===== src/rtl/alu_sequencer_pkg.sv =====
// Shared ALU operation codes, instruction field codes and decode helpers
// for the ALU sequencer slice.
package alu_sequencer_pkg;

    localparam int ALU_CODE_W = 4;

    localparam logic [3:0] ALUADD  = 4'd0;
    localparam logic [3:0] ALUSUB  = 4'd1;
    localparam logic [3:0] ALUSLL  = 4'd2;
    localparam logic [3:0] ALUSLT  = 4'd3;
    localparam logic [3:0] ALUSLTU = 4'd4;
    localparam logic [3:0] ALUXOR  = 4'd5;
    localparam logic [3:0] ALUSRL  = 4'd6;
    localparam logic [3:0] ALUSRA  = 4'd7;
    localparam logic [3:0] ALUOR   = 4'd8;
    localparam logic [3:0] ALUAND  = 4'd9;

    localparam logic [6:0] OP_RTYPE = 7'b0110011;
    localparam logic [6:0] OP_ITYPE = 7'b0010011;
    localparam logic [6:0] OP_LOAD  = 7'b0000011;
    localparam logic [6:0] OP_STORE = 7'b0100011;

    localparam logic [2:0] F3_ADD  = 3'b000;
    localparam logic [2:0] F3_SLL  = 3'b001;
    localparam logic [2:0] F3_SLT  = 3'b010;
    localparam logic [2:0] F3_SLTU = 3'b011;
    localparam logic [2:0] F3_XOR  = 3'b100;
    localparam logic [2:0] F3_SR   = 3'b101;
    localparam logic [2:0] F3_OR   = 3'b110;
    localparam logic [2:0] F3_AND  = 3'b111;

    function automatic logic is_shift_op(input logic [3:0] op);
        return (op == ALUSLL) || (op == ALUSRL) || (op == ALUSRA);
    endfunction

endpackage


===== src/rtl/alu_sequencer_controller.sv =====
// Combinational opcode/func3/func7 decode into an ALU operation code.
module alu_controller
    import alu_sequencer_pkg::*;
#(
    parameter int IWIDTH = 11,
    parameter int AWIDTH = 4
) (
    input  logic [IWIDTH-1:0] instr,
    output logic [AWIDTH-1:0] aluop
);

    logic [6:0] opcode;
    logic [2:0] func3;
    logic       func7b;
    logic [3:0] code;

    assign opcode = instr[6:0];
    assign func3  = instr[9:7];
    assign func7b = instr[10];

    // func7[5] only selects SUB for register-register adds; ADDI has no subtract form
    always_comb begin
        code = ALUADD;
        case (opcode)
            OP_RTYPE, OP_ITYPE: begin
                case (func3)
                    F3_ADD:  code = (opcode == OP_RTYPE && func7b) ? ALUSUB : ALUADD;
                    F3_SLL:  code = ALUSLL;
                    F3_SLT:  code = ALUSLT;
                    F3_SLTU: code = ALUSLTU;
                    F3_XOR:  code = ALUXOR;
                    F3_SR:   code = func7b ? ALUSRA : ALUSRL;
                    F3_OR:   code = ALUOR;
                    F3_AND:  code = ALUAND;
                    default: code = ALUADD;
                endcase
            end
            OP_LOAD, OP_STORE: code = ALUADD;
            default:           code = ALUADD;
        endcase
        aluop = AWIDTH'(code);
    end

endmodule


===== src/rtl/alu_sequencer.sv =====
// Issue/result sequencer around an external combinational ALU.
// Define SERIAL_SHIFT_EN to perform shifts as k single-bit ALU iterations.
module alu_sequencer
    import alu_sequencer_pkg::*;
#(
    parameter int XLEN   = 32,
    parameter int IWIDTH = 11,
    parameter int AWIDTH = 4
) (
    input  logic              clk,
    input  logic              rst_n,
    input  logic              in_valid,
    output logic              in_ready,
    input  logic [IWIDTH-1:0] in_instr,
    input  logic [XLEN-1:0]   in_a,
    input  logic [XLEN-1:0]   in_b,
    input  logic [4:0]        in_rd,
    output logic [AWIDTH-1:0] alu_op,
    output logic [XLEN-1:0]   alu_a,
    output logic [XLEN-1:0]   alu_b,
    input  logic [XLEN-1:0]   alu_result,
    output logic              out_valid,
    input  logic              out_ready,
    output logic [XLEN-1:0]   out_result,
    output logic [4:0]        out_rd,
    output logic              busy
);

    typedef enum logic [1:0] {IDLE, EXEC, SHIFT, DONE} state_t;

    state_t            state;
    logic [AWIDTH-1:0] dec_op;
    logic [AWIDTH-1:0] op_r;
    logic [XLEN-1:0]   a_r;
    logic [XLEN-1:0]   b_r;
    logic [4:0]        rd_r;
    logic [4:0]        shamt;
    logic              dec_shift;
`ifdef SERIAL_SHIFT_EN
    logic [4:0]        cnt;
`endif

    alu_controller #(
        .IWIDTH (IWIDTH),
        .AWIDTH (AWIDTH)
    ) u_ctrl (
        .instr (in_instr),
        .aluop (dec_op)
    );

    assign shamt     = in_b[4:0];
    assign dec_shift = is_shift_op(4'(dec_op));

    assign in_ready  = (state == IDLE);
    assign out_valid = (state == DONE);
    assign busy      = (state != IDLE);

    always_ff @(posedge clk) begin
        if (!rst_n) begin
            state      <= IDLE;
            out_result <= '0;
            out_rd     <= '0;
`ifdef SERIAL_SHIFT_EN
            cnt        <= '0;
`endif
        end else begin
            case (state)
                IDLE: begin
                    if (in_valid) begin
                        op_r <= dec_op;
                        a_r  <= in_a;
                        // shifts only honour the low five bits of operand B
                        b_r  <= dec_shift ? XLEN'(shamt) : in_b;
                        rd_r <= in_rd;
`ifdef SERIAL_SHIFT_EN
                        if (dec_shift && shamt != 5'd0) begin
                            cnt   <= shamt;
                            state <= SHIFT;
                        end else begin
                            state <= EXEC;
                        end
`else
                        state <= EXEC;
`endif
                    end
                end
                EXEC: begin
                    out_result <= alu_result;
                    out_rd     <= rd_r;
                    state      <= DONE;
                end
`ifdef SERIAL_SHIFT_EN
                SHIFT: begin
                    a_r <= alu_result;
                    cnt <= cnt - 5'd1;
                    if (cnt == 5'd1) begin
                        out_result <= alu_result;
                        out_rd     <= rd_r;
                        state      <= DONE;
                    end
                end
`endif
                DONE: begin
                    if (out_ready)
                        state <= IDLE;
                end
                default: state <= IDLE;
            endcase
        end
    end

    // the ALU sees ADD 0,0 whenever no operation is in flight
    always_comb begin
        alu_op = AWIDTH'(ALUADD);
        alu_a  = '0;
        alu_b  = '0;
        case (state)
            EXEC: begin
                alu_op = op_r;
                alu_a  = a_r;
                alu_b  = b_r;
            end
`ifdef SERIAL_SHIFT_EN
            SHIFT: begin
                alu_op = op_r;
                alu_a  = a_r;
                alu_b  = XLEN'(1);
            end
`endif
            default: ;
        endcase
    end

endmodule


===== config.mk =====
export PLATFORM = sky130hd
export DESIGN_NAME = alu_sequencer
export DESIGN_NICKNAME = d
export VERILOG_FILES = /design/src/rtl/alu_sequencer_pkg.sv /design/src/rtl/alu_sequencer_controller.sv /design/src/rtl/alu_sequencer.sv
export SDC_FILE = /design/constraint.sdc
export NUM_CORES = 1
export LEC_CHECK = 0
export BUFFER_PORTS_ARGS = -buffer_cell sky130_fd_sc_hd__buf_2
export CAP_MARGIN = 5
export CELL_PAD_IN_SITES_DETAIL_PLACEMENT = 0
export CELL_PAD_IN_SITES_GLOBAL_PLACEMENT = 1
export CORE_ASPECT_RATIO = 0.5
export CORE_UTILIZATION = 35
export CTS_CLUSTER_SIZE = 8
export DETAILED_ROUTE_END_ITERATION = 7
export PLACE_DENSITY_LB_ADDON = 0.3
export SETUP_SLACK_MARGIN = 0.2
export SLEW_MARGIN = 40
export SYNTH_ARGS = -nofsm -noshare
export SYNTH_HDL_FRONTEND = slang
export SYNTH_HIERARCHICAL = 1
export SYNTH_SLANG_ARGS = --single-unit

===== constraint.sdc =====
create_clock -name clk -period 3.7 [get_ports clk]
set_clock_uncertainty 0.2 [all_clocks]
set_input_delay 0.185 -clock clk [delete_from_list [all_inputs] [get_ports clk]]
set_output_delay 0.185 -clock clk [all_outputs]
set_load 0.03 [all_outputs]

==> metrics <==
DRC viols 0; area of the multi-input gates 0.00146 mm^2; hold crit path type input pin to flip-flop; Synth Flop Type edfxtp_1; Hold WS -0.00182 ns; NumNets Final 800; port bufs 223; CTS buffer count 9; CP arrival about 2.1 ns; Core Region between 0.01 and 0.015 mm^2; area grow syn2layout 54.6%; top post-synthesis cells by area edfxtp_1 (47%), dfxtp_1 (17%), and2_1 (9.3%); most instantiated cells after synthesis nand2_1 (76), edfxtp_1 (73), and2_1 (69); critical path launch point type flip-flop; final setup fails 0; final worst-path cycle share around two thirds; Yosys cell types 27; clock period minus worst slack 2.47 ns; area leader, netlist edfxtp_1; status complete, but fails checks; Post-Layout Inst Area between 0.007 and 0.008 mm^2; crit path kind flip-flop to output pin; first-pass iteration count of the detailed router 6; Clock Latency Late Sink 0.34 ns; area post-placement between 0.005 and 0.006 mm^2; storage element area about 0.0030 mm^2; GRT Overall Usage between 10% and 20%; Die W 165 um; Setup TNS 0 ns; clock tree sinks 112; Final Hold Fails 1; setup bufs post-CTS 0; f_max 0.405 GHz; layout cells sized above 1 36.4%; Yosys reg bits 112; failing checks negative hold slack; worst-margin pin slew between 0.7 and 0.8 ns; Post-synth ARST share 0%; Remaining Overflow, GRT 0; diode count 0; Worst EP required ~3.3 ns; gpl congestion 0.737; CTS tree done; max_slew headroom 52.0%; mean area per synthesized cell 12.4 um^2; Synth top area share a little under half; CTS max path bufs 2; most common cell in the netlist nand2_1; Root Buffer clkbuf_16; pin count of the biggest net entering global routing slightly below 80; final wirelength between 10,000 and 15,000 um; Crit-path slowest cell nor2b_4; max cap viols 0; vias in the first global route approximately 3,700; fin. max-slew vios 0; Critical Path End Type output pin; die area roughly 0.014 mm^2; wire length per cell roughly 13 um; crit-path max FO 35; drt initial violations around 220; Core Util, Final 56.0%; Post-DRT Antenna Nets 0; std cell rows 29; RSZ-0062 raised after global routing false; first-pass GRT wire length roughly 18,000 um; Die Y-Extent roughly 83 um; number of synthesized flops with an enable pin 73; hpwl dp around 7500 um; Syn Inst Count about 370; PwrDens ~420 mW/mm^2; slowest cell delay on critical path about 0.53 ns; fillcell total ~1,100; Synth warnings 6; critical-path cell list nor2b_4 -> buf_16 -> buf_12 -> and2_1 -> buf_2; vias after detailed routing about 3,700; Syn Nets around 490; P_leak 3.21 nW; Cell Area, Synth ~0.0046 mm^2; Clock Pin Slew Worst Setup and Hold Paths 0.08 ns; Max VDD drop about 0.22 mV; io pins between 200 and 250; routed vias/inst roughly 4.3; sequential share of the synthesized area around 64%; Initial Util between 30% and 40%; H-tree Lvls 3; initial antenna violation count 0
worst paths after layout:
| kind | start | endpoint | slack (ns) | depth (start not counted) |
|---|---|---|---|---|
| max | state[0] | alu_b[28] | 1.23 | 5 |
| min | in_b[14] | b_r[14] | -0.002 | 2 |
| min reg2reg | out_result[29] | out_result[29] | 0.25 | 2 |
| max reg2reg | state[1] | b_r[31] | 1.73 | 4 |
placed cells by master (no fill, tap or decap), drive strengths merged:
master,count
inv,5
a21boi,28
a211oi,1
nand2,76
clkbuf,9
a21oi,3
dlygate4sd3,97
a311oi,1
edfxtp,73
mux2i,37
nor3b,1
a21o,1
and2,69
nor2,4
nor4b,1
nand3,1
or2b,1
dfxtp,39
o21bai,1
nor2b,2
nand2b,1
clkinv,4
and3b,1
bufinv,1
buf,230
o21ai,1
and3,1
metrics by stage:
step | power [mW] | instances | setup WS (ns)
after floorplan | 1.79 | 372 | 0.366
after global placement | 1.93 | 743 | 1.47
after global routing | 3.12 | 859 | 1.06
final | 2.99 | 859 | 1.23
after detailed placement | 1.95 | 746 | 1.41
after CTS | 3.02 | 859 | 1.16
registers in the layout (all words and copies together) (netlist names):
signal and cells:
out_result 32, state 2, rd_r 5, out_rd 5, a_r 32, op_r 4, b_r 32
cell type report:
type	instances	share of cell area, %
well taps	170	2.97
flip-flops and latches	112	41.5
multi-input cells	231	20.4
clock inverters	7	1.12
repair buffers	327	30.7
inverters	3	0.157
clock buffers	9	3.15
routing by layer:
metal / global-route usage [%] / routed length [um]
met3: 4.30 / 601
met1: 18.6 / 4800
met5: 0 / 0
met2: 30.5 / 5720
met4: 5.17 / 190
cell families after synthesis:
group / count (synthesis) / share of synthesized area, %
AND/OR/NAND/NOR: 158 / 17.6
flip-flops: 112 / 64.2
multiplexers: 37 / 8.00
AO/OA/AOI/OAI: 36 / 5.78
buffers and inverters: 29 / 4.43
power by group:
part	switching, mW	internal (mW)
Sequential	0.0225	1.40
Clock	0.454	0.534
Combinational	0.328	0.245
Total	0.804	2.18
critical path: cells and delay by family, from the launching register on:
family / cells / cell delay, ns
DFF: 1 / 0.40
and+or+nand+nor: 2 / 0.69
buffers and inverters: 3 / 0.63
what timing repair did:
item	in CTS	in global routing
hold endpoints to repair	97	0
setup endpoints to repair	0	0
hold buffers	97	0
resized for setup	0	0
(Power assumes the default switching activity.)
